==> src/rtl/serial_loader_pkg.sv <==
// serial_loader_pkg
// Shared definitions for the serial word loader and the pattern detector
// that consumes its parallel word.
//   state_e          : loader FSM states (IDLE, SHIFT, LOAD)
//   DEFAULT_WIDTH    : default number of data bits per frame
//   A_BIT .. H_BIT   : bit positions of detector inputs A..H on PAR_OUT
//   frame_bits()     : serial bits per frame, including the parity bit
//                      when SERIAL_PARITY_CHECK_EN is defined
package serial_loader_pkg;

  typedef enum logic [1:0] {
    IDLE  = 2'd0,
    SHIFT = 2'd1,
    LOAD  = 2'd2
  } state_e;

  localparam int DEFAULT_WIDTH = 8;

  localparam int A_BIT = 7;
  localparam int B_BIT = 6;
  localparam int C_BIT = 5;
  localparam int D_BIT = 4;
  localparam int E_BIT = 3;
  localparam int F_BIT = 2;
  localparam int G_BIT = 1;
  localparam int H_BIT = 0;

  // A parity-checked frame carries one trailing even-parity bit after the data.
  function automatic int frame_bits(input int width);
`ifdef SERIAL_PARITY_CHECK_EN
    return width + 1;
`else
    return width;
`endif
  endfunction

endpackage

==> src/rtl/bit_counter_sat.sv <==
// bit_counter_sat
// Saturating up-counter with synchronous clear and increment enable.
// Ports:
//   clk    : clock, rising edge
//   rst_n  : synchronous active-low reset
//   clr    : clear count to zero (wins over inc)
//   inc    : increment by one; holds once MAX_COUNT is reached
//   count  : current count
//   tc     : terminal-count flag, high when the next increment reaches
//            MAX_COUNT (count == MAX_COUNT-1)
module bit_counter_sat #(
  parameter int MAX_COUNT = 8,
  localparam int CNT_W    = $clog2(MAX_COUNT + 1)
) (
  input  logic             clk,
  input  logic             rst_n,
  input  logic             clr,
  input  logic             inc,
  output logic [CNT_W-1:0] count,
  output logic             tc
);

  logic [CNT_W-1:0] count_q;
  logic [CNT_W-1:0] count_d;

  always_comb begin
    count_d = count_q;
    if (clr) begin
      count_d = '0;
    end else if (inc && (count_q != CNT_W'(MAX_COUNT))) begin
      count_d = count_q + CNT_W'(1);
    end
  end

  always_ff @(posedge clk) begin
    if (!rst_n) begin
      count_q <= '0;
    end else begin
      count_q <= count_d;
    end
  end

  // Flag looks ahead one step so the FSM can decide on the accepting edge
  // without a combinational loop through inc.
  assign tc    = (count_q == CNT_W'(MAX_COUNT - 1));
  assign count = count_q;

endmodule

==> src/rtl/serial_word_loader.sv <==
// serial_word_loader
// Assembles a START-framed, SVALID-qualified serial bit stream into a
// WIDTH-bit word and presents it on a registered bus that only changes
// when a complete word is loaded.
// Parameters:
//   WIDTH     : data bits per frame
//   MSB_FIRST : 1 = first bit lands in bit WIDTH-1 (A), 0 = first bit in bit 0
// Ports:
//   CLK        : clock, rising edge
//   RST_N      : synchronous active-low reset
//   START      : frame start pulse
//   SVALID     : SIN qualifier, one bit accepted per cycle while high
//   SIN        : serial data
//   PAR_OUT    : loaded word, bit WIDTH-1 = A ... bit 0 = H
//   WORD_VALID : one-cycle pulse when PAR_OUT takes a new word
//   BUSY       : high while a frame is being shifted in
//   FRAME_ERR  : one-cycle pulse on an aborted or parity-failed frame
// Build option:
//   SERIAL_PARITY_CHECK_EN : frames carry a trailing even-parity bit; a
//                            mismatch drops the word and pulses FRAME_ERR.
module serial_word_loader
  import serial_loader_pkg::*;
#(
  parameter int WIDTH     = DEFAULT_WIDTH,
  parameter int MSB_FIRST = 1
) (
  input  logic             CLK,
  input  logic             RST_N,
  input  logic             START,
  input  logic             SVALID,
  input  logic             SIN,
  output logic [WIDTH-1:0] PAR_OUT,
  output logic             WORD_VALID,
  output logic             BUSY,
  output logic             FRAME_ERR
);

  localparam int FRAME_BITS = frame_bits(WIDTH);
  localparam int CNT_W      = $clog2(FRAME_BITS + 1);

  state_e           state_q, state_d;
  logic [WIDTH-1:0] shift_q, shift_d;
  logic [WIDTH-1:0] par_out_q, par_out_d;
  logic             word_valid_q, word_valid_d;
  logic             busy_q, busy_d;
  logic             frame_err_q, frame_err_d;

  logic             cnt_clr;
  logic             cnt_inc;
  logic [CNT_W-1:0] cnt;
  logic             cnt_tc;
  logic [WIDTH-1:0] shift_in;

  bit_counter_sat #(
    .MAX_COUNT (FRAME_BITS)
  ) u_bit_counter (
    .clk   (CLK),
    .rst_n (RST_N),
    .clr   (cnt_clr),
    .inc   (cnt_inc),
    .count (cnt),
    .tc    (cnt_tc)
  );

  // Shift register contents after accepting SIN this cycle.
  always_comb begin
    if (MSB_FIRST != 0) begin
      shift_in = {shift_q[WIDTH-2:0], SIN};
    end else begin
      shift_in = {SIN, shift_q[WIDTH-1:1]};
    end
  end

  // Next-state logic. Outputs are computed one step ahead so that PAR_OUT,
  // WORD_VALID, BUSY and FRAME_ERR all come straight from flops.
  always_comb begin
    state_d      = state_q;
    shift_d      = shift_q;
    par_out_d    = par_out_q;
    word_valid_d = 1'b0;
    frame_err_d  = 1'b0;
    cnt_clr      = 1'b0;
    cnt_inc      = 1'b0;

    case (state_q)
      IDLE: begin
        // START wins over SVALID; the bit in the START cycle is dropped.
        if (START) begin
          state_d = SHIFT;
          cnt_clr = 1'b1;
          shift_d = '0;
        end
      end

      SHIFT: begin
        if (START) begin
          // Restart inside a frame; only an error if bits were already taken.
          cnt_clr     = 1'b1;
          shift_d     = '0;
          frame_err_d = (cnt != '0);
        end else if (SVALID) begin
          cnt_inc = 1'b1;
`ifdef SERIAL_PARITY_CHECK_EN
          if (cnt_tc) begin
            // Final bit is even parity over the data already collected.
            state_d = LOAD;
            if ((^shift_q) == SIN) begin
              par_out_d    = shift_q;
              word_valid_d = 1'b1;
            end else begin
              frame_err_d = 1'b1;
            end
          end else begin
            shift_d = shift_in;
          end
`else
          shift_d = shift_in;
          if (cnt_tc) begin
            state_d      = LOAD;
            par_out_d    = shift_in;
            word_valid_d = 1'b1;
          end
`endif
        end
      end

      LOAD: begin
        if (START) begin
          state_d = SHIFT;
          cnt_clr = 1'b1;
          shift_d = '0;
        end else begin
          state_d = IDLE;
        end
      end

      default: begin
        state_d = IDLE;
      end
    endcase

    busy_d = (state_d == SHIFT);
  end

  always_ff @(posedge CLK) begin
    if (!RST_N) begin
      state_q      <= IDLE;
      shift_q      <= '0;
      par_out_q    <= '0;
      word_valid_q <= 1'b0;
      busy_q       <= 1'b0;
      frame_err_q  <= 1'b0;
    end else begin
      state_q      <= state_d;
      shift_q      <= shift_d;
      par_out_q    <= par_out_d;
      word_valid_q <= word_valid_d;
      busy_q       <= busy_d;
      frame_err_q  <= frame_err_d;
    end
  end

  assign PAR_OUT    = par_out_q;
  assign WORD_VALID = word_valid_q;
  assign BUSY       = busy_q;
  assign FRAME_ERR  = frame_err_q;

endmodule

==> config.mk <==
export PLATFORM = sky130hd
export DESIGN_NAME = serial_word_loader
export DESIGN_NICKNAME = d
export VERILOG_FILES = /design/src/rtl/serial_loader_pkg.sv /design/src/rtl/bit_counter_sat.sv /design/src/rtl/serial_word_loader.sv
export SDC_FILE = /design/constraint.sdc
export NUM_CORES = 1
export LEC_CHECK = 0
export CAP_MARGIN = 25
export CORE_MARGIN = 2
export CORE_UTILIZATION = 51
export CTS_CLUSTER_SIZE = 20
export DETAILED_ROUTE_END_ITERATION = 10
export GPL_ROUTABILITY_DRIVEN = 0
export PLACE_DENSITY = 0.78
export RECOVER_POWER = 50
export SLEW_MARGIN = 20
export SYNTH_ARGS = -nofsm -noshare
export SYNTH_HDL_FRONTEND = slang
export SYNTH_HIERARCHICAL = 1
export SYNTH_SLANG_ARGS = --single-unit
export TNS_END_PERCENT = 20
==> constraint.sdc <==
create_clock -name CLK -period 1.8 [get_ports CLK]
set_input_delay 0.36 -clock CLK [delete_from_list [all_inputs] [get_ports CLK]]
set_output_delay 0.36 -clock CLK [all_outputs]
set_load 0.05 [all_outputs]
Word level (Yosys, flattened, before mapping)
Index checks and enable logic that the tools add are counted.
Operators by class
  $add $sub $neg: 1
  equality and inequality tests: 7
  multiplexer cells: 16
  bitwise gates (word level): 4
  reduce and logical (&&, ||, !) cells: 11
Operators by type and width (number)
  7-bit two-way mux: 3
  7-bit one-hot mux with 2 select lines: 1
  2-bit two-way mux: 4
  1-bit two-way mux: 7
  2-bit one-hot mux with 3 select lines: 1
  3-bit AND reduction: 2
  4-bit by 1-bit adder with 4-bit output (second input constant): 1
  2-bit by 1-bit equality test with 1-bit output (second input constant): 2
  4-bit by 3-bit equality test with 1-bit output (second input constant): 1
  4-bit != test (second input constant): 1
  1-bit NOT: 4
  4-bit AND reduction: 1
  4-bit nonzero test: 1
  2-bit OR reduction: 2
  4-bit OR reduction: 1
  3-bit != test (second input constant): 1
  3-bit OR reduction: 1
  2-bit equality test (second input constant): 1
  2-bit logical NOT: 1
  2-bit by 1-bit != test with 1-bit output (second input constant): 1
  2-bit nonzero test: 1
  1-bit logical AND: 1
Word-level totals
  bits in registers: 24
  bits of input ports: 5
  output and inout port bits: 11
  word-level logic and storage cells: 46

Logic depth before layout (Yosys ltp)
Gate-level depths: netlist of run 1.
  depth in word-level cells: 6
  depth in mapped cells: 6
  mapped depth without buffers: 6

Hierarchy
Netlist of run 1, hierarchy kept.
By module, submodules not included
  serial_word_loader: instances 1, cells an instance 87, area an instance 814.5 µm², sequential area each 400.4 µm²
  bit_counter_sat: instances 1, cells an instance 25, area an instance 225.2 µm², sequential area each 80.1 µm²

Worst setup path before layout of run 1
No wires, ideal clock.
  path kind: input to register
  start point: input port SVALID
  end point: register u_bit_counter.count_q[3] (netlist: u_bit_counter/count[3])
  library setup time: 0.118 ns
  arrival time: 1.214 ns
  data required time: 1.682 ns
  slack: 0.468 ns
  stages on the path: 6
  path buffers: 2
  path through: nor4bb_1 > buf_4 > buf_6 > nand4_1 > xor2_1 > nor2_1
On the way
  word-level cells in the longest chain between the ends: 4
Ends and longest elaborated chain
  start, declared: RTL line serial_word_loader.sv:30  | input logic SVALID,
  1-bit two-way mux: RTL line serial_word_loader.sv:101  | end else if (SVALID) begin
  1-bit two-way mux: RTL line serial_word_loader.sv:96  | if (START) begin
  1-bit two-way mux: RTL line serial_word_loader.sv:85  | case (state_q)
  via cnt_inc: RTL line serial_word_loader.sv:49  | logic cnt_inc;
  1-bit logical AND: RTL line bit_counter_sat.sv:30  | end else if (inc && (count_q != CNT_W'(MAX_COUNT))) begin
  end signal, assigned: RTL line bit_counter_sat.sv:39  | count_q <= count_d;
  end, declared: RTL line bit_counter_sat.sv:23  | logic [CNT_W-1:0] count_q;
The timed path passes the listed nets, and every way through them passes these cells.
A chain may end at the register's enable or synchronous reset.

Final worst setup path of run 1
  start point: input port SVALID
  end point: register u_bit_counter.count_q[3] (netlist: u_bit_counter/count[3])
On the way
  word-level cells in the longest chain between the ends: 4
Ends and longest elaborated chain (RTL line)
  1-bit two-way mux: serial_word_loader.sv:101
  1-bit two-way mux: serial_word_loader.sv:96
  1-bit two-way mux: serial_word_loader.sv:85
  1-bit logical AND: bit_counter_sat.sv:30
Every way passes these cells.

==> results of run 1 <==
## worst max-delay path by stage
stage               slack, ps                endpoint  depth (start not counted)    from
global placement           20              PAR_OUT[1]                          5  SVALID
global route              110              shift_q[2]                          6  SVALID
floorplan                 470  u_bit_counter/count[3]                          6  SVALID
finish                    180  u_bit_counter/count[3]                          6  SVALID
detailed placement        -40              shift_q[6]                          6  SVALID
CTS                       290              shift_q[6]                          6  SVALID
## power breakdown
| part | internal [uW] | leakage, uW | switching, uW |
|---|---|---|---|
| Clock | 124 | 0.0000210 | 155 |
| Sequential | 535 | 0.000194 | 2.91 |
| Combinational | 23.7 | 0.000196 | 31.0 |
## state kept, by name (all words and copies together), names as in the netlist
name / count
u_bit_counter/count: 4
FRAME_ERR: 1
state_q: 2
PAR_OUT: 8
shift_q: 7
WORD_VALID: 1
BUSY: 1
## critical path: stages
cell and delay [ps]:
sky130_fd_sc_hd__dlygate4sd3_1 580, sky130_fd_sc_hd__nor4bb_1 330, sky130_fd_sc_hd__buf_4 230, sky130_fd_sc_hd__nand4_1 130, sky130_fd_sc_hd__xor2_1 160, sky130_fd_sc_hd__nor2_1 50
## final cells by class
type	instances	area share, %
Multi-Input combinational cell	78	41.5
Sequential cell	24	40.5
Timing Repair Buffer	21	11.5
Clock buffer	4	3.06
Tap cell	27	2.85
Inverter	2	0.632
## logic make-up (layout without fill, tap and decap cells)
logic type	Yosys count	count (layout)	synth area share, %
compound gates	29	29	19.4
xor+xnor	1	1	0.843
fa+ha+maj	2	2	2.41
buf+inv	10	27	6.38
flops	24	24	46.2
simple gates	46	46	24.8
## cell usage after synthesis
cell / number
sky130_fd_sc_hd__and2_4: 1
sky130_fd_sc_hd__nor2b_1: 1
sky130_fd_sc_hd__buf_1: 1
sky130_fd_sc_hd__and2_1: 1
sky130_fd_sc_hd__nor3b_1: 2
sky130_fd_sc_hd__nand2b_1: 1
sky130_fd_sc_hd__nand2_1: 19
sky130_fd_sc_hd__buf_2: 1
sky130_fd_sc_hd__dfxtp_1: 24
sky130_fd_sc_hd__and3_1: 2
sky130_fd_sc_hd__ha_1: 2
sky130_fd_sc_hd__inv_1: 2
sky130_fd_sc_hd__a21o_1: 2
sky130_fd_sc_hd__nor2_1: 3
sky130_fd_sc_hd__nand3_1: 2
sky130_fd_sc_hd__clkbuf_1: 3
sky130_fd_sc_hd__buf_4: 1
sky130_fd_sc_hd__nor4_1: 1
sky130_fd_sc_hd__xor2_1: 1
sky130_fd_sc_hd__nor4bb_1: 1
sky130_fd_sc_hd__o21ai_2: 8
sky130_fd_sc_hd__buf_12: 1
sky130_fd_sc_hd__nand4b_1: 2
sky130_fd_sc_hd__nand3b_4: 1
sky130_fd_sc_hd__a21oi_1: 4
sky130_fd_sc_hd__a21oi_2: 1
sky130_fd_sc_hd__nand4_1: 9
sky130_fd_sc_hd__buf_6: 1
sky130_fd_sc_hd__a21boi_0: 7
sky130_fd_sc_hd__o21ai_0: 7
## cells in the final DEF, fill, tap and decap left out, drive strengths merged
cell type,netlist,routed
ha,2,2
a21boi,7,7
o21ai,15,15
xor2,1,1
a21o,2,2
nor2b,1,1
nand2b,1,1
inv,2,2
nand3b,1,1
nor2,3,3
nand2,19,19
nand4,9,9
nor4,1,1
clkdlybuf4s50,0,3
buf,5,5
nand3,2,2
nor4bb,1,1
and2,2,2
dlygate4sd3,0,1
a21oi,5,5
nor3b,2,2
and3,2,2
dfxtp,24,24
clkbuf,3,16
nand4b,2,2
## layer usage
layer / share of wire [%] / vias up / routed length [um]
li1: - / 431 / -
met1: 47 / 374 / 897
met2: 50 / 9 / 948
met3: 2.2 / 4 / 43
met4: 1.4 / 0 / 26
met5: 0 / - / 0
## metrics by stage
| stage | cells | TNS [ps] |
|---|---|---|
| final | 156 | 0 |
| after CTS | 156 | 0 |
| after global routing | 156 | 0 |
| after floorplan | 112 | 0 |
| after detailed placement | 152 | -412 |
| after global placement | 152 | 0 |
==> run summary, run 1 <==
TIMING
--------------------------------------------------------------------------------------
Period Utilization, post-route                                                   90.2%
Worst clock skew on the final layout                                           6.79 ps
Post-route worst setup slack                                                    176 ps
Worst-Margin Slew                                                               602 ps
Worst hold slack                                                                471 ps
Achievable frequency                                                         0.616 GHz
Number of slew-limit violations in the final report                                  0
RSZ-0062 raised after global routing                                             false
Worst slew margin relative to its limit                                          60.0%
Endpoints failing setup                                                              0
Post-layout minimum cycle time                                                 1620 ps
Hold Vio Cnt, Final                                                                  0

CLOCK NETWORK
--------------------------------------------------------------------------------------
Post-CTS repair timing setup buffer count                                            0
TritonCTS clock tree                                                               yes
CTS Sinks                                                                           24
H-tree depth reported by CTS                                                         1
Deepest clock path buffer count                                                      2
Number of buffers created by CTS                                                     3
Hold buffer count at CTS                                                             0
Clock slew at the register clock pins of the worst setup and hold paths         130 ps
Root buffer selected by CTS                                               sky130_fd_sc_hd__clkbuf_4
Clock latency on the worst-skew pair                                            310 ps
Cells resized by post-CTS repair                                                     0

GLOBAL ROUTE
--------------------------------------------------------------------------------------
Combined global-route utilization of all metal layers                            17.2%
Global-route wire length before repair                                         3150 um
Number of antenna violations at the first check in global routing                    0
Maximum number of pins on one net before global-route repair                        29
Number of global-route vias before repair                                          723
GR Layer Usage met1                                                              20.6%
Global-route congestion overflow total                                               0
Met3 layer usage reported by global route                                        3.68%
Global Route met2 Usage                                                          29.5%
Layer with the highest usage after global routing                                 met2

PWR
--------------------------------------------------------------------------------------
Worst ir drop on vdd                                                          0.422 mV
Leakage component of the power                                             0.000411 uW
Pwr/cell area                                                               734 mW/mm2
Total power after layout                                                        871 uW

YOSYS
--------------------------------------------------------------------------------------
Library cell with the largest summed area after synthesis                 sky130_fd_sc_hd__dfxtp_1
Sequential share of the synthesized area                                         46.2%
Number of library cell types mapped by synthesis                                    30
Post-Synthesis Net Count                                                           119
Count of warnings emitted by yosys                                                   6
Post-synthesis register bit count                                                   24
Synthesized netlist cell count                                                     112
Most area-consuming cells after synthesis                                 sky130_fd_sc_hd__dfxtp_1, sky130_fd_sc_hd__nand2_1, sky130_fd_sc_hd__o21ai_2
Share of Yosys cell area claimed by the top area cell type                       46.2%
Netlist area before placement                                              0.00104 mm2
Mean Syn Cell Area                                                            9.28 um2

DETAILED ROUTING
--------------------------------------------------------------------------------------
DRC                                                                                  0
Post-route antenna net violation count                                               0
Total length of routed wires                                                   1920 um
DR pass1 iterations                                                                  3
Wire length per cell                                                           12.3 um
Vias per cell                                                                     5.24
Number of DRC markers after the initial detailed-route iteration                    14
Via Count                                                                          818

WORST HOLD PATH
--------------------------------------------------------------------------------------
Hold Crit Depth                                                                      2
Class of the worst hold path                                                   reg2reg
Min-Delay Startpoint                                                        PAR_OUT[6]
Worst hold endpoint                                                         PAR_OUT[6]

LAYOUT
--------------------------------------------------------------------------------------
Filler Cell Count                                                                  190
Post-synthesis to final-layout area growth                                       14.2%
ANT cells                                                                            0
Finished Cell Area                                                         0.00119 mm2
Combined flip-flop and latch cell area                                         480 um2
Post-route core utilization                                                      61.1%
Area of combinational cells with multiple inputs                               493 um2
Fraction of layout instances using a drive strength above 1                      16.3%
Final layout net count                                                             137

STATUS
--------------------------------------------------------------------------------------
Outcome                                                                   complete, no violations

WORST SETUP PATH
--------------------------------------------------------------------------------------
Required time of the worst setup path                                          2010 ps
Cell depth of the worst flop-to-flop path                                            5
Worst Path Max Fanout                                                                9
Worst setup path class                                                          in2reg
Endpoint of the worst register-to-register path                             PAR_OUT[2]
FF-to-FF Start                                                            u_bit_counter/count[1]
Setup slack of the worst register-to-register path                              310 ps
CP Launch Type                                                               input pin
Capturing element type of the critical path                                   register
Crit path arrival time                                                         1840 ps

PLACEMENT
--------------------------------------------------------------------------------------
Post-detail-place hpwl                                                         1380 um
Placement-stage cell area                                                  0.00121 mm2
Post-Place Setup Slack                                                        -43.8 ps
Number of buffers added on ports                                                    15

FLOORPLANNING
--------------------------------------------------------------------------------------
Row Count                                                                           16
Die boundary height                                                            49.2 um
Die outline area                                                           0.00242 mm2
Effective utilization at floorplan                                               53.5%
Boundary Pins                                                                       16
Area of the core                                                           0.00194 mm2
Horizontal die dimension                                                       49.2 um

FLOW RUN
--------------------------------------------------------------------------------------
Number of max-cap violations                                                         0

Power figures use the tool's default switching activity.
==> run 2, diff against run 1 <==
--- a/config.mk
+++ b/config.mk
@@ -5,13 +5,16 @@
 export SDC_FILE = /design/constraint.sdc
 export NUM_CORES = 1
 export LEC_CHECK = 0
+export ABC_AREA = 1
 export CAP_MARGIN = 25
+export CELL_PAD_IN_SITES_DETAIL_PLACEMENT = 1
+export CELL_PAD_IN_SITES_GLOBAL_PLACEMENT = 2
 export CORE_MARGIN = 2
-export CORE_UTILIZATION = 51
+export CORE_UTILIZATION = 28
 export CTS_CLUSTER_SIZE = 20
 export DETAILED_ROUTE_END_ITERATION = 10
 export GPL_ROUTABILITY_DRIVEN = 0
-export PLACE_DENSITY = 0.78
+export PLACE_DENSITY = 0.77
 export RECOVER_POWER = 50
 export SLEW_MARGIN = 20
 export SYNTH_ARGS = -nofsm -noshare
==> run 2 against run 1 <==
Against the previous run: via count is 19% higher; critical path depth is 5 lower; global-route usage is 4.6 points lower; sequential power is 4.1% higher; cell count is 47% higher; combinational power is 88% higher; maximum frequency is 5.8% lower; setup slack worse by 100 ps; core utilization is 26 points lower; largest power group unchanged.
==> run summary, run 2 <==
STATUS
--------------------------------------------------------------------------------------
Outcome                                                                   complete, no violations

PWR
--------------------------------------------------------------------------------------
Internal portion of total power                                                 778 uW
Total power after layout                                                       1030 uW
Leakage component of the power                                             0.000562 uW
Switching power share of the total                                               24.2%
Logic gate share of total power                                                  10.1%
Pwr/cell area                                                               785 mW/mm2
Net switching power                                                             249 uW
Worst ir drop on vdd                                                          0.273 mV
Share of power burned in registers                                               54.5%
Clk pwr share                                                                    35.4%

GLOBAL ROUTE
--------------------------------------------------------------------------------------
Maximum number of pins on one net before global-route repair                        17
Global-route wire length before repair                                         4260 um
Combined global-route utilization of all metal layers                            12.5%
Number of antenna violations at the first check in global routing                    0
Global-route congestion overflow total                                               0
Number of global-route vias before repair                                          989

YOSYS
--------------------------------------------------------------------------------------
Synthesized netlist cell count                                                     161
Netlist area before placement                                              0.00109 mm2
Post-Synthesis Net Count                                                           168
Number of library cell types mapped by synthesis                                    19
Mean Syn Cell Area                                                            6.75 um2
Most area-consuming cells after synthesis                                 sky130_fd_sc_hd__dfxtp_1, sky130_fd_sc_hd__nand2_1, sky130_fd_sc_hd__nor2_1
Count of warnings emitted by yosys                                                   6
Share of Yosys cell area claimed by the top area cell type                       44.2%
Main flop type after synthesis                                            sky130_fd_sc_hd__dfxtp_1
Number of synthesized flops with an enable pin                                       0
Library cell with the largest summed area after synthesis                 sky130_fd_sc_hd__dfxtp_1
Ranking of synthesized cells by instance count                            sky130_fd_sc_hd__nand2_1, sky130_fd_sc_hd__nor2_1, sky130_fd_sc_hd__dfxtp_1
Post-synthesis register bit count                                                   24
Sequential share of the synthesized area                                         44.2%
Async SR Flop Fraction                                                              0%
Most common cell in the synthesized netlist                               sky130_fd_sc_hd__nand2_1

TIMING
--------------------------------------------------------------------------------------
Worst slew margin relative to its limit                                          59.6%
Hold Vio Cnt, Final                                                                  0
Period Utilization, post-route                                                   95.8%
Post-layout minimum cycle time                                                 1720 ps
Endpoints failing setup                                                              0
Worst clock skew on the final layout                                           3.88 ps
Number of slew-limit violations in the final report                                  0
Achievable frequency                                                         0.580 GHz
Setup TNS after final layout                                                      0 ps
Worst-Margin Slew                                                               608 ps
RSZ-0062 raised after global routing                                             false

CLOCK NETWORK
--------------------------------------------------------------------------------------
Deepest clock path buffer count                                                      2
Root buffer selected by CTS                                               sky130_fd_sc_hd__clkbuf_8
H-tree depth reported by CTS                                                         1
Post-CTS repair timing setup buffer count                                            0
CTS Sinks                                                                           24
Cells resized by post-CTS repair                                                     0
Clock slew at the register clock pins of the worst setup and hold paths          80 ps
Number of buffers created by CTS                                                     3
Clock latency on the worst-skew pair                                            260 ps
Hold buffer count at CTS                                                             0
TritonCTS clock tree                                                               yes

PLACEMENT
--------------------------------------------------------------------------------------
Placement-stage cell area                                                  0.00127 mm2
Number of buffers added on ports                                                    15
Number of placed instances with taps included                                      224
Post-detail-place hpwl                                                         1780 um

DETAILED ROUTING
--------------------------------------------------------------------------------------
Wire length per cell                                                           10.0 um
Vias per cell                                                                     4.24
Total length of routed wires                                                   2300 um
DR pass1 iterations                                                                  4
DRC                                                                                  0
Number of DRC markers after the initial detailed-route iteration                    13
Post-route antenna net violation count                                               0
Via Count                                                                          976

WORST HOLD PATH
--------------------------------------------------------------------------------------
Worst hold endpoint                                                         PAR_OUT[7]
Min-Delay Startpoint                                                        PAR_OUT[7]
Class of the worst hold path                                                   reg2reg
Hold Crit Depth                                                                      2

WORST SETUP PATH
--------------------------------------------------------------------------------------
Worst setup path class                                                         reg2out
Crit path arrival time                                                         1360 ps
Family with the most delay on the worst path                              buffers and inverters
Highest-delay cell along the critical path                                sky130_fd_sc_hd__clkdlybuf4s50_1
Setup slack of the worst register-to-register path                              260 ps
FF-to-FF Start                                                            u_bit_counter/count[0]
Critical Path, Cell by Cell                                               clkdlybuf4s50_1
Endpoint of the worst register-to-register path                             PAR_OUT[1]
Cell depth of the worst flop-to-flop path                                            9
Capturing element type of the critical path                                output port
Sum of buffers and inverters on the critical path                                    1
CP Launch Type                                                                register
Slowest stage delay, CP                                                         790 ps
Worst Path Max Fanout                                                                1
Required time of the worst setup path                                          1440 ps

LAYOUT
--------------------------------------------------------------------------------------
Combined flip-flop and latch cell area                                         480 um2
Fraction of layout instances using a drive strength above 1                      9.89%
Most common cell after layout, fill and taps aside                        sky130_fd_sc_hd__nand2_1
Post-route core utilization                                                      35.4%
Count of non-filler cells in the finished layout                                   230
Most frequent cells in the layout                                         sky130_fd_sc_hd__nand2_1, sky130_fd_sc_hd__nor2_1, sky130_fd_sc_hd__dfxtp_1
ANT cells                                                                            0
Largest register FFs                                                                 8
Filler Cell Count                                                                  507
Final layout net count                                                             190
Area of combinational cells with multiple inputs                               488 um2
Post-synthesis to final-layout area growth                                       20.4%
Finished Cell Area                                                         0.00131 mm2

FLOORPLANNING
--------------------------------------------------------------------------------------
Area of the core                                                           0.00369 mm2
Die boundary height                                                            66.3 um
Row Count                                                                           22
Boundary Pins                                                                       16
Effective utilization at floorplan                                               29.4%
Die outline area                                                           0.00439 mm2
Horizontal die dimension                                                       66.3 um

FLOW RUN
--------------------------------------------------------------------------------------
Number of max-cap violations                                                         0

==> run 2: cell count changes after synthesis, sizes merged, moves of 6 or more <==
cell / before / now
a21boi: 7 / 1
nand2: 19 / 52
inv: 2 / 21
nand4: 9 / 1
o21ai: 15 / 4
nor2: 3 / 43
==> run 2: how the worst max path moves through the flow <==
stage                                start          to  slack [ps]  cells after the start
floorplan           u_bit_counter/count[0]  PAR_OUT[5]         380                      9
global placement                     START  PAR_OUT[3]         100                      7
detailed placement                   START  PAR_OUT[3]          90                      7
CTS                             WORD_VALID  WORD_VALID          60                      1
global route                    WORD_VALID  WORD_VALID          20                      1
finish                          WORD_VALID  WORD_VALID          80                      1
==> run 2: per-stage QoR <==
step	hold slack (ps)	worst slack [ps]
after floorplan	454	381
after global placement	469	98.0
after detailed placement	474	87.9
after CTS	495	56.9
after global routing	522	22.9
final	484	76.4
==> run 2: cells by family (layout without fill, tap and decap cells) <==
family / Yosys count / count (layout) / synth area share [%]
adder cells (fa/ha/maj): 2 / 2 / 2.30
flip-flops: 24 / 24 / 44.2
AND/OR/NAND/NOR: 104 / 104 / 40.1
buffers and inverters: 25 / 46 / 10.1
AO/OA/AOI/OAI: 6 / 6 / 3.23
==> run 2: area by class of cell <==
cell class	instances	area share, %
Multi-Input combinational cell	112	37.3
Timing Repair Buffer	21	11.1
Sequential cell	24	36.7
Clock buffer	4	4.21
Tap cell	48	4.59
Inverter	21	6.03
==> run 2: power by group through the flow <==
| stage | Combinational, uW | Clock [uW] | Sequential, uW |
|---|---|---|---|
| 3_5_place_dp | 109 | 0 | 573 |
| 3_3_place_gp | 108 | 0 | 572 |
| 4_1_cts | 110 | 388 | 561 |
| 2_1_floorplan | 68.0 | 0 | 580 |
| 6_report | 103 | 364 | 560 |
| 5_1_grt | 121 | 415 | 562 |
==> run 2: layer usage <==
metal	GRT usage (%)	vias to the layer above	wire, um
met5	0	-	0
met4	3.06	0	22
met3	4.09	2	84
met2	22.4	12	1080
met1	14.3	444	1120
li1	-	518	-
==> run 3, diff against run 2 <==
--- a/config.mk
+++ b/config.mk
@@ -11,6 +11,7 @@
 export CELL_PAD_IN_SITES_GLOBAL_PLACEMENT = 2
 export CORE_MARGIN = 2
 export CORE_UTILIZATION = 28
+export CTS_CLUSTER_DIAMETER = 200
 export CTS_CLUSTER_SIZE = 20
 export DETAILED_ROUTE_END_ITERATION = 10
 export GPL_ROUTABILITY_DRIVEN = 0
==> results of run 3 <==
The final DEF is identical to that of run 2; final timing and power are the same.
